**src/rtl/phy_tx_defs.sv**
```systemverilog
// Shared definitions for the PHY TX lane arbiter: link symbols, lane count,
// lane index type and the training/active FSM encoding.
package phy_tx_defs;

    localparam int         NLANES  = 4;
    localparam int         DATA_W  = 8;
    localparam logic [7:0] COM_SYM = 8'hBC;

    typedef logic [1:0] lane_idx_t;

    typedef enum logic {
        TRAIN  = 1'b0,
        ACTIVE = 1'b1
    } state_t;

    function automatic lane_idx_t next_lane(input lane_idx_t idx);
        return idx + lane_idx_t'(1);
    endfunction

endpackage

```
**src/rtl/phy_tx_lane_fifo.sv**
```systemverilog
// Per-lane byte FIFO. A push into a full FIFO is ignored even when the same
// cycle pops, so callers can flag the drop from the registered full flag alone.
module phy_tx_lane_fifo
    import phy_tx_defs::*;
#(
    parameter int DEPTH = 4
) (
    input  logic              clk,
    input  logic              reset,
    input  logic              push,
    input  logic              pop,
    input  logic [DATA_W-1:0] din,
    output logic [DATA_W-1:0] dout,
    output logic              full,
    output logic              empty
);

    localparam int PTR_W = (DEPTH > 1) ? $clog2(DEPTH) : 1;
    localparam int CNT_W = PTR_W + 1;
    localparam logic [CNT_W-1:0] FULL_CNT = CNT_W'(DEPTH);

    logic [DATA_W-1:0] mem [DEPTH];
    logic [PTR_W-1:0]  wr_ptr;
    logic [PTR_W-1:0]  rd_ptr;
    logic [CNT_W-1:0]  count;
    logic              push_ok;
    logic              pop_ok;

    assign full    = (count == FULL_CNT);
    assign empty   = (count == '0);
    assign push_ok = push && !full;
    assign pop_ok  = pop && !empty;
    assign dout    = mem[rd_ptr];

    always_ff @(posedge clk or posedge reset) begin
        if (reset) begin
            wr_ptr <= '0;
            rd_ptr <= '0;
            count  <= '0;
        end else begin
            if (push_ok) wr_ptr <= wr_ptr + PTR_W'(1);
            if (pop_ok)  rd_ptr <= rd_ptr + PTR_W'(1);
            case ({push_ok, pop_ok})
                2'b10:   count <= count + CNT_W'(1);
                2'b01:   count <= count - CNT_W'(1);
                default: count <= count;
            endcase
        end
    end

    // Storage is data only; stale entries are unreachable once the pointers reset.
    always_ff @(posedge clk) begin
        if (push_ok) mem[wr_ptr] <= din;
    end

endmodule

```
**src/rtl/phy_tx_lane_arbiter.sv**
```systemverilog
// Round-robin scheduler sharing the PHY TX byte path among four buffered lanes,
// holding traffic while the link reports it is still training.
module phy_tx_lane_arbiter
    import phy_tx_defs::*;
#(
    parameter int         DEPTH    = 4,
    parameter logic [7:0] IDLE_SYM = COM_SYM
) (
    input  logic       clk,
    input  logic       reset,
    input  logic [7:0] In0,
    input  logic [7:0] In1,
    input  logic [7:0] In2,
    input  logic [7:0] In3,
    input  logic       valid0,
    input  logic       valid1,
    input  logic       valid2,
    input  logic       valid3,
    input  logic       recirculacion,
    output logic [7:0] data_out,
    output logic       valid_out,
    output logic [1:0] grant_lane,
    output logic       full0,
    output logic       full1,
    output logic       full2,
    output logic       full3,
    output logic [3:0] ovf
);

    logic [DATA_W-1:0] lane_din  [NLANES];
    logic [DATA_W-1:0] lane_dout [NLANES];
    logic [NLANES-1:0] lane_vld;
    logic [NLANES-1:0] lane_pop;
    logic [NLANES-1:0] lane_full;
    logic [NLANES-1:0] lane_empty;

    state_t            state;
    lane_idx_t         rr_ptr;
    logic              pick_any_p0;
    lane_idx_t         pick_idx_p0;
    logic              pop_en_p0;
    logic [DATA_W-1:0] data_p1;
    logic              vld_p1;
    lane_idx_t         grant_p1;

    assign lane_din[0] = In0;
    assign lane_din[1] = In1;
    assign lane_din[2] = In2;
    assign lane_din[3] = In3;
    assign lane_vld    = {valid3, valid2, valid1, valid0};

    for (genvar g = 0; g < NLANES; g++) begin : g_lane
        phy_tx_lane_fifo #(
            .DEPTH (DEPTH)
        ) u_fifo (
            .clk   (clk),
            .reset (reset),
            .push  (lane_vld[g]),
            .pop   (lane_pop[g]),
            .din   (lane_din[g]),
            .dout  (lane_dout[g]),
            .full  (lane_full[g]),
            .empty (lane_empty[g])
        );
    end

    // Stage p0: pick the first non-empty lane starting at the rr pointer.
    always_comb begin
        pick_any_p0 = 1'b0;
        pick_idx_p0 = rr_ptr;
        for (int i = 0; i < NLANES; i++) begin
            if (!pick_any_p0 && !lane_empty[rr_ptr + lane_idx_t'(i)]) begin
                pick_any_p0 = 1'b1;
                pick_idx_p0 = rr_ptr + lane_idx_t'(i);
            end
        end
    end

    assign pop_en_p0 = (state == ACTIVE) && !recirculacion && pick_any_p0;

    always_comb begin
        lane_pop = '0;
        for (int l = 0; l < NLANES; l++) begin
            lane_pop[l] = pop_en_p0 && (pick_idx_p0 == lane_idx_t'(l));
        end
    end

    // Stage p1: FSM, rr pointer and the registered output byte.
    always_ff @(posedge clk or posedge reset) begin
        if (reset) begin
            state    <= TRAIN;
            rr_ptr   <= '0;
            data_p1  <= IDLE_SYM;
            vld_p1   <= 1'b0;
            grant_p1 <= '0;
        end else begin
            data_p1 <= IDLE_SYM;
            vld_p1  <= 1'b0;
            case (state)
                TRAIN: begin
                    if (!recirculacion) state <= ACTIVE;
                end
                ACTIVE: begin
                    if (recirculacion) begin
                        state <= TRAIN;
                    end else if (pop_en_p0) begin
                        data_p1  <= lane_dout[pick_idx_p0];
                        vld_p1   <= 1'b1;
                        grant_p1 <= pick_idx_p0;
                        rr_ptr   <= next_lane(pick_idx_p0);
                    end
                end
                default: state <= TRAIN;
            endcase
        end
    end

    // Overflow is sticky: a byte offered while its lane is full is lost.
    always_ff @(posedge clk or posedge reset) begin
        if (reset) begin
            ovf <= '0;
        end else begin
            ovf <= ovf | (lane_vld & lane_full);
        end
    end

    assign data_out   = data_p1;
    assign valid_out  = vld_p1;
    assign grant_lane = grant_p1;
    assign full0      = lane_full[0];
    assign full1      = lane_full[1];
    assign full2      = lane_full[2];
    assign full3      = lane_full[3];

endmodule

```
**config.mk**
```make
export PLATFORM = sky130hd
export DESIGN_NAME = phy_tx_lane_arbiter
export DESIGN_NICKNAME = d
export VERILOG_FILES = /design/src/rtl/phy_tx_defs.sv /design/src/rtl/phy_tx_lane_fifo.sv /design/src/rtl/phy_tx_lane_arbiter.sv
export SDC_FILE = /design/constraint.sdc
export NUM_CORES = 1
export LEC_CHECK = 0
export ABC_CLOCK_PERIOD_IN_PS = 3900
export CAP_MARGIN = 20
export CORE_ASPECT_RATIO = 1.4
export CORE_MARGIN = 2
export CORE_UTILIZATION = 53
export DETAILED_ROUTE_END_ITERATION = 12
export PLACE_DENSITY = 0.76
export SYNTH_ARGS = -nofsm -noshare
export SYNTH_HDL_FRONTEND = slang
export SYNTH_SLANG_ARGS = --single-unit
```
**constraint.sdc**
```tcl
create_clock -name clk -period 3.9 [get_ports clk]
set_input_delay 0.975 -clock clk [delete_from_list [all_inputs] [get_ports clk]]
set_output_delay 0.975 -clock clk [all_outputs]
set_load 0.02 [all_outputs]
```
==> impl_results.md <==
- Required time worst endpoint: 4.24 ns
- Wirelength per Cell: around 19 µm
- Cells after synthesis: between 400 and 500
- Htree depth: 4
- FFs w/ async S/R, synth: a little over a quarter
- Hold WS: about 0.45 ns
- Synth Area per Inst: 17.68 µm²
- Max-Cap Viols: 0
- Die ar.: ~0.015 mm²
- Cell area after synthesis: about 0.0073 mm²
- CP Class: input port to flip-flop
- Critical Path Source: recirculacion
- Total grt overflow: 0
- Drt via density: 5.363
- Sequential fraction of the synthesis area: ~70%
- FMAX: about 310 MHz
- # hold bufs at CTS: 0
- CTS Root Cell: clkbuf_16
- Global-route wire length before repair: between 20000 and 25000 µm
- Post-CTS Repair Setup Buffers: 0
- Setup WS post-layout: 0.7045 ns
- Vias in the first global route: just under 4000
- Detailed Route WL: ~13000 µm
- Internal Pwr Total: roughly 4.5 mW
- R2R cell count: 11
- Syn Nets: ~480
- Cell with the most instances after synthesis: edfxtp_1
- R2r endpoint: g_lane[3].u_fifo.count[2]
- Gpl congestion: roughly 0.83
- Endpoint class of the critical path: flip-flop
- Final count of hold timing violations: 0
- Most common flop cell mapped by yosys: edfxtp_1
- Share of power burned in registers: about 44%
- VDD IR max: 0.3637 mV
- Top cell type's share of synthesized area: a little over half
- Worst Setup EP: g_lane[3].u_fifo.count[2]
- Area leader, netlist: edfxtp_1
- Period Utilization, post-route: between 80 and 90%
- RSZ-0062 raised after global routing: false
- Reg-to-reg slack, setup: approximately 0.84 ns
- PD cells: between 700 and 800 mW/mm²
- Static leakage: around 3.2 nW
- Nets@finish: roughly 540
- Synth warn: 0
- Actual slew at the worst max-slew pin: 0.7046 ns
- Die Y: roughly 140 µm
- FF+latch count, synth: ~170
- Clock power share: between 20% and 30%
- Switching share of power: between 30 and 40%
- Status: complete, no violations
- Netlist cell types: 45
- Sw power: 2.192 mW
- Largest buffer count on any clock path: 2
- CTS tree: yes
- Combinational share of power: about 32%
- Slew headroom: between 50% and 60%
- Total GRT Usage: 18.99%
- Total negative slack: 0 ns
- Starting density of the core: a little over half
- Worst endpoint data arrival time: approximately 3.5 ns
- Crit path time final: 3.196 ns
- Max Slew Vio Count: 0
- Final Setup Violations: 0
- PortBufs: 57
- Max Clock Skew: about 0.0074 ns
- Hpwl dp: 9168 µm
- Ports: 58
- CP startpoint kind: input port
- Crit Path Max Fanout: 9
- CTS buffer count: 17
- Initial antenna violation count: 0
- CTS-repair resized insts: 0
- Number of synthesized flops with an enable pin: roughly 130
- Drt first pass iters: 4
- Drt initial violations: 137
- Top cells by count, synth: edfxtp_1, dfrtp_1, mux4_2
- Layout filler cell count: ~980
- Clock Pin Slew Worst Setup and Hold Paths: approximately 0.06 ns
- Antenna fix cells: 0
- Area delta synth->final: 18.19%
- Residual DRC: 0
- Pin count of the biggest net entering global routing: 47
- Clk_lat worst skew: roughly 0.41 ns
- Via count: 3593
- Top post-synthesis cells by area: edfxtp_1, dfrtp_1, mux4_2
- Site Rows: 50
- CTS Sinks: around 170
- Share of cells above drive strength 1: approximately 18%
- Die W: about 100 µm
- Dpl ws: between 0.2 and 0.3 ns
- Hold wc startpoint: ovf[2]
- RR Startpoint: g_lane[0].u_fifo.count[1]
- DRT antenna net count: 0
- Worst hold path type: flip-flop to flip-flop
- Core area: roughly 0.013 mm²
-- cells by family after synthesis --
family	after synthesis	share of synthesized area, %
flip-flops	174	68.64
multiplexers	51	12.67
adder cells (fa/ha/maj)	24	4.534
AND/OR/NAND/NOR	62	5.118
AO/OA/AOI/OAI	31	3.572
buffers and inverters	45	2.456
XOR/XNOR	25	3.005
-- power by group through the flow --
stage | registers [mW] | clock network, mW | logic, mW
2_1_floorplan | 2.82 | 0 | 1.66
3_3_place_gp | 2.96 | 0 | 2.10
3_5_place_dp | 2.99 | 0 | 2.17
4_1_cts | 2.96 | 1.62 | 2.19
5_1_grt | 3.02 | 1.70 | 2.38
6_report | 2.94 | 1.59 | 2.16
-- sequential cells by signal, summed over array words and instances (netlist names) --
signal                count
ovf                       4
g_lane.u_fifo.mem       128
valid_out                 1
g_lane.u_fifo.wr_ptr      8
g_lane.u_fifo.count      12
g_lane.u_fifo.rd_ptr      8
data_out                  8
rr_ptr                    2
grant_lane                2
state                     1
-- per-stage QoR --
| stage | cells | utilization [%] | cell area [µm²] | power, mW |
|---|---|---|---|---|
| floorplan | 412 | - | 7286 | 4.479 |
| global placement | 637 | 59.97 | 8029 | 5.058 |
| detailed placement | 637 | 59.97 | 8029 | 5.163 |
| CTS | 669 | 64.17 | 8591 | 6.764 |
| global route | 670 | 64.32 | 8611 | 7.094 |
| finish | 670 | 64.32 | 8611 | 6.692 |
-- critical path: stages --
cell and delay [ns]:
clkdlybuf4s50_1 0.42, nor2b_1 0.20, o41ai_4 0.20, a211oi_2 0.44, nand2_1 0.15, inv_1 0.09
ha_1 0.17, inv_1 0.06, fa_1 0.38, xor2_1 0.16, nor2_1 0.11, xor2_1 0.17
-- metal layers --
| layer | global-route usage (%) | part of all wire (%) | vias up | wire length [µm] |
|---|---|---|---|---|
| met1 | 21.88 | 39 | 1841 | 4906 |
| met4 | 7.687 | 1.8 | 0 | 227 |
| met3 | 4.846 | 3.0 | 17 | 371 |
| met5 | 0 | 0 | - | 0 |
| li1 | - | - | 1673 | - |
| met2 | 33.36 | 56 | 62 | 7020 |
-- worst min-delay path by stage --
| stage | end | depth (start not counted) |
|---|---|---|
| floorplan | g_lane[1].u_fifo.count[2] | 1 |
| global placement | ovf[2] | 1 |
| detailed placement | ovf[3] | 1 |
| CTS | ovf[3] | 1 |
| global route | ovf[2] | 1 |
| finish | ovf[2] | 1 |
-- final cells by class --
class / count / area, µm² / share of cell area (%)
clock buffer: 18 / 429.2 / 4.984
inverter: 30 / 112.6 / 1.308
sequential: 174 / 5001 / 58.08
clock inverter: 14 / 132.6 / 1.540
multi-input combinational: 193 / 2110 / 24.50
timing repair buffer: 59 / 598.1 / 6.946
tap: 182 / 227.7 / 2.645
-- layout by cell type, fill, tap and decap left out, types with 3 or more instances in the layout --
master and n:
mux4_2 32, o22a_1 5, nor2b_1 6, dfstp_2 5
nor2_1 8, ha_1 20, inv_6 5, fa_1 4
xnor2_1 14, mux2_2 5, nand2_1 11, o22ai_1 4
mux2_1 5, and3_1 3, dfrtp_1 41, inv_1 28
mux2i_1 9, clkinv_4 3, and2_1 17, edfxtp_1 128
clkdlybuf4s50_1 57, nor3_1 3, o21ai_0 5, a21o_1 6
clkbuf_16 17, xor2_1 11
No activity file was read; power rests on OpenSTA's default activity.
==> patch 1, RTL diff (same settings) <==
`DEPTH` is set to 4 in 2 places; all go to 8.
--- a/src/rtl/phy_tx_lane_fifo.sv
+++ b/src/rtl/phy_tx_lane_fifo.sv
@@ -3,7 +3,7 @@
 module phy_tx_lane_fifo
     import phy_tx_defs::*;
 #(
-    parameter int DEPTH = 4
+    parameter int DEPTH = 8
 ) (
     input  logic              clk,
     input  logic              reset,
--- a/src/rtl/phy_tx_lane_arbiter.sv
+++ b/src/rtl/phy_tx_lane_arbiter.sv
@@ -3,7 +3,7 @@
 module phy_tx_lane_arbiter
     import phy_tx_defs::*;
 #(
-    parameter int         DEPTH    = 4,
+    parameter int         DEPTH    = 8,
     parameter logic [7:0] IDLE_SYM = COM_SYM
 ) (
     input  logic       clk,
Formal check against the unedited RTL: not equivalent (a bounded check fails within 10 cycles, from zero or initial values and one cycle with reset high).
==> patch 1 against the original RTL <==
Sequential cell count rose by 140; area after synthesis rose by 78%; maximum frequency fell by 13%; total power rose by 69%; worst setup slack got worse by 490 ps; final area rose by 75%; clock power rose by 70%; wire length rose by 100%; hold slack improved by 9.4 ps; highest routed layer unchanged; via count rose by 87%; critical path depth rose by 1; first-iteration DRC count rose to 3.2 times the old value.
==> patch 1: results (changes against the original RTL) <==
[clock_network]
numCtsBuffers=29  ; was 17
worst_skew_pair.late_latency_ps=540  ; was 410 ps
htree_levels=1  ; was 4

[status]
outcome=finished, final reports clean  ; unchanged

[synthesis]
synth_area_leaders=edfxtp_1 59%, mux4_2 11%, dfrtp_1 10%  ; was edfxtp_1 53%, dfrtp_1 14%, mux4_2 9.9%
synth_compound_area_frac=0.02843  ; was 0.03572
synth-adder-area-share=0.02082  ; was 0.04534
synth_xor_area_frac=0.02091  ; was 0.03005
ys_seq_area_frac=0.7043  ; was 0.6864
synth.mux.area_fraction=0.1566  ; was 0.1267
synth_common_cells=256 x edfxtp_1, 64 x mux4_2, 53 x dfrtp_1  ; was 128 x edfxtp_1, 41 x dfrtp_1, 32 x mux4_2
postSynth.asyncResetShare=0.1847  ; was 0.2644

[cells_and_area]
nFillCells=1680  ; was 982
instances_no_fill=1142  ; was 670
reg.largest.list=g_lane.u_fifo.mem x256, g_lane.u_fifo.count x16  ; was g_lane.u_fifo.mem x128, g_lane.u_fifo.count x12

[route]
wl_met2_um=13620  ; was 7020 µm
firstDrtPassIters=6  ; was 4
finalWirelength_um=25190  ; was 12,530 µm
route.met3.wl_um=1175  ; was 371 µm
initialDrtViolationCount=443  ; was 137

[power_and_ir_drop]
pg_seq_uw=5110  ; was 2940 µW
power_uw=11330  ; was 6692 µW
p_leak_uw=0.005283  ; was 0.003153 µW
peakVddDrop_uv=465.0  ; was 363.7 µV

[critical_path]
worstPathMaxFanout=7  ; was 9
critPathArrivalTime_ps=4090  ; was 3530 ps
cpPeakStageDelay_ps=590  ; was 440 ps
crit_start=g_lane[0].u_fifo.count[0]$_DFFE_PP0P_  ; was recirculacion

[grt]
met2_usage=0.3657  ; was 0.3336
grt_max_degree=33  ; was 47
gr-usage-met3=0.03347  ; was 0.04846

[sta]
slew_headroom=0.4218  ; was 0.5287

[placement]
place_ws_ps=301.2  ; was 264.9 ps
hpwlAfterDp_um=17050  ; was 9168 µm

## patch 1: final cells by class
type	count	area [µm²]	area share
clock inverters	14	103.9	0.006903
clock buffers	39	813.3	0.05406
repair buffers	101	920.9	0.06121
flip-flops and latches	314	9145	0.6079
well taps	310	387.9	0.02578
inverters	17	63.81	0.004242
multi-input cells	347	3610	0.2399
## patch 1: final timing paths
| kind | to | slack, ps | depth (start not counted) |
|---|---|---|---|
| setup / recovery | g_lane[0].u_fifo.count[3]$_DFFE_PP0P_ | 220 | 13 |
| hold reg to reg | ovf[1]$_DFF_PP0_ | 460 | 1 |
| max in group asynchronous | g_lane[0].u_fifo.count[1]$_DFFE_PP0P_ | 2330 | 3 |
| hold / removal | ovf[1]$_DFF_PP0_ | 460 | 1 |
| min in group asynchronous | g_lane[3].u_fifo.wr_ptr[2]$_DFFE_PP0P_ | 860 | 2 |
| setup reg to reg | g_lane[0].u_fifo.count[3]$_DFFE_PP0P_ | 220 | 13 |
==> patch 2, RTL diff (same flow settings) <==
Without the edit above. Reset style: synchronous (`reset`), changed in 3 clocked blocks.
--- a/src/rtl/phy_tx_lane_fifo.sv
+++ b/src/rtl/phy_tx_lane_fifo.sv
@@ -32,7 +32,7 @@
     assign pop_ok  = pop && !empty;
     assign dout    = mem[rd_ptr];
 
-    always_ff @(posedge clk or posedge reset) begin
+    always_ff @(posedge clk) begin
         if (reset) begin
             wr_ptr <= '0;
             rd_ptr <= '0;
--- a/src/rtl/phy_tx_lane_arbiter.sv
+++ b/src/rtl/phy_tx_lane_arbiter.sv
@@ -86,7 +86,7 @@
     end
 
     // Stage p1: FSM, rr pointer and the registered output byte.
-    always_ff @(posedge clk or posedge reset) begin
+    always_ff @(posedge clk) begin
         if (reset) begin
             state    <= TRAIN;
             rr_ptr   <= '0;
@@ -116,7 +116,7 @@
     end
 
     // Overflow is sticky: a byte offered while its lane is full is lost.
-    always_ff @(posedge clk or posedge reset) begin
+    always_ff @(posedge clk) begin
         if (reset) begin
             ovf <= '0;
         end else begin
Check against the original RTL: differs if reset is asserted again (counterexample within 4 cycles, from zero or initial values and one cycle with reset high); with reset held inactive, the same outputs for 4 cycles.
==> patch 2 against the original RTL <==
Die area rose by 2.6%; highest routed layer unchanged; sequential cell count rose by 8; worst setup slack improved by 26 ps; wire length rose by 6.4%; final area rose by 2.3%; area after synthesis rose by 2.7%.
Power is not compared: it rests on default switching activity, and its combinational part moved more than twofold at a synthesized area within 25%.
==> patch 2: results (changes against the original RTL) <==
[cells_and_area]
finalNetCount=593  ; was 538
drive_gt1_frac=0.1565  ; was 0.1824
diodes=0  ; unchanged

[min_path]
min_path_cells=2  ; was 1

[critical_path]
rr_startpoint=g_lane[0].u_fifo.count[0]$_SDFFE_PP0P_  ; was g_lane[0].u_fifo.count[1]$_DFFE_PP0P_
r2r-end=g_lane[2].u_fifo.count[2]$_SDFFE_PP0P_  ; was g_lane[3].u_fifo.count[2]$_DFFE_PP0P_
worstPathMaxFanout=14  ; was 9
r2r_setup_slack_ps=770  ; was 840 ps
rr_worst_depth=10  ; was 11
critPathArrivalTime_ps=3520  ; was 3530 ps
cp-endpoint=g_lane[0].u_fifo.count[2]$_SDFFE_PP0P_  ; was g_lane[3].u_fifo.count[2]$_DFFE_PP0P_

[synthesis]
ys_warn_count=0  ; unchanged
synth_area_leaders=edfxtp_1 51%, dfxtp_1 14%, mux4_2 9.6%  ; was edfxtp_1 53%, dfrtp_1 14%, mux4_2 9.9%
synth_common_cells=128 x edfxtp_1, 54 x dfxtp_1, 44 x nor2_1  ; was 128 x edfxtp_1, 41 x dfrtp_1, 32 x mux4_2
ys_seq_area_frac=0.6581  ; was 0.6864
synthDistinctLibCells=46  ; was 45
syn_inst=470  ; was 412
postSynth.asyncResetShare=0  ; was 0.2644
syn-num-nets=533  ; was 475
synth_edf_count=128  ; unchanged

[power_and_ir_drop]
peakVddDrop_uv=325.4
p_leak_uw=0.003028

[sta]
whs_ps=468.1  ; was 452.2 ps
finalClockSkew_ps=14.87  ; was 7.406 ps
timing.final.ws_setup_ps=730.7  ; was 704.5 ps
min_period_over_period=0.8126  ; was 0.8194
slew_headroom=0.3732  ; was 0.5287

[placement]
hpwlAfterDp_um=9225  ; was 9168 µm
dp_cells=696  ; was 637
place_ws_ps=285.0  ; was 264.9 ps
place_congestion=0.7298  ; was 0.8311

[status]
outcome=finished, final reports clean  ; unchanged

[route]
initialDrtViolationCount=205  ; was 137
vias=3988  ; was 3,593
wl_per_cell_um=18.31  ; was 18.70 µm
vias_per_cell=5.478  ; was 5.363

[grt]
grt_pass1_wl_um=21060  ; was 20,200 µm
antenna_found_initial=0  ; unchanged
grt_max_degree=48  ; was 47
track_usage=0.1882  ; was 0.1899
grt_pass1_vias=4027  ; was 3,929

[floorplan]
die_x_um=104.4  ; was 103.1 µm

[clock_network]
cts_root_buf=clkbuf_16  ; unchanged
worst_skew_pair.late_latency_ps=430  ; was 410 ps
htree_levels=4  ; unchanged

## patch 2: cell count changes after synthesis, sizes merged, moves of 6 or more
cell	unedited run	this run
a22oi	0	7
nor2	8	44
a21oi	1	16
nand2	13	5
dfrtp	41	0
dfxtp	0	54
a21o	6	0
xnor2	14	4
mux2i	9	19
## patch 2: critical path: stages
cell	delay [ps]
clkdlybuf4s50_1	410
nor2b_1	190
o41ai_4	230
nor4_4	370
ha_1	260
inv_1	70
fa_1	380
xor2_1	170
or3_1	310
a21oi_1	150
## patch 2: power breakdown
part | total [µW] | internal, µW | switching [µW]
Clock | 1730 | 1020 | 711
Combinational | 607 | 264 | 343
Sequential | 2240 | 2180 | 58.6
Total | 4570 | 3460 | 1110
## patch 2: worst min-delay path by stage
stage | startpoint | endpoint
2_1_floorplan | g_lane[0].u_fifo.wr_ptr[1]$_SDFFE_PP0P_ | g_lane[0].u_fifo.wr_ptr[1]$_SDFFE_PP0P_
3_3_place_gp | ovf[2]$_SDFF_PP0_ | ovf[2]$_SDFF_PP0_
3_5_place_dp | ovf[3]$_SDFF_PP0_ | ovf[3]$_SDFF_PP0_
4_1_cts | ovf[3]$_SDFF_PP0_ | ovf[3]$_SDFF_PP0_
5_1_grt | ovf[2]$_SDFF_PP0_ | ovf[2]$_SDFF_PP0_
6_report | ovf[3]$_SDFF_PP0_ | ovf[3]$_SDFF_PP0_
## patch 2: cell type report
cell class / count / area [µm²]
Multi-Input combinational cell: 243 / 2364
Fill cell: 997 / 5042
Clock inverter: 13 / 170.2
Clock buffer: 19 / 432.9
Sequential cell: 182 / 4925
Inverter: 27 / 101.3
Tap cell: 185 / 231.5
Timing Repair Buffer: 59 / 580.6
## patch 2: layer usage
layer / part of all wire / up-vias / global-route usage
met5: 0 / - / 0
met4: 0.016 / 0 / 0.06401
met3: 0.045 / 17 / 0.04597
met2: 0.54 / 108 / 0.3333
met1: 0.40 / 1984 / 0.2263
li1: - / 1879 / -
## patch 2: cell families after synthesis
kind of cell | share of synthesized area
flip-flops | 0.6581
adder cells (fa/ha/maj) | 0.04414
multiplexers | 0.1398
AND/OR/NAND/NOR | 0.07791
AO/OA/AOI/OAI | 0.03879
buffers and inverters | 0.02608
XOR/XNOR | 0.01521
## patch 2: metrics by stage
| step | utilization | cell area (µm²) |
|---|---|---|
| after global placement | 0.5923 | 8202 |
| after detailed placement | 0.5923 | 8202 |
| final | 0.6359 | 8805 |
| after global routing | 0.6359 | 8805 |
| after floorplan | - | 7483 |
| after CTS | 0.6359 | 8805 |
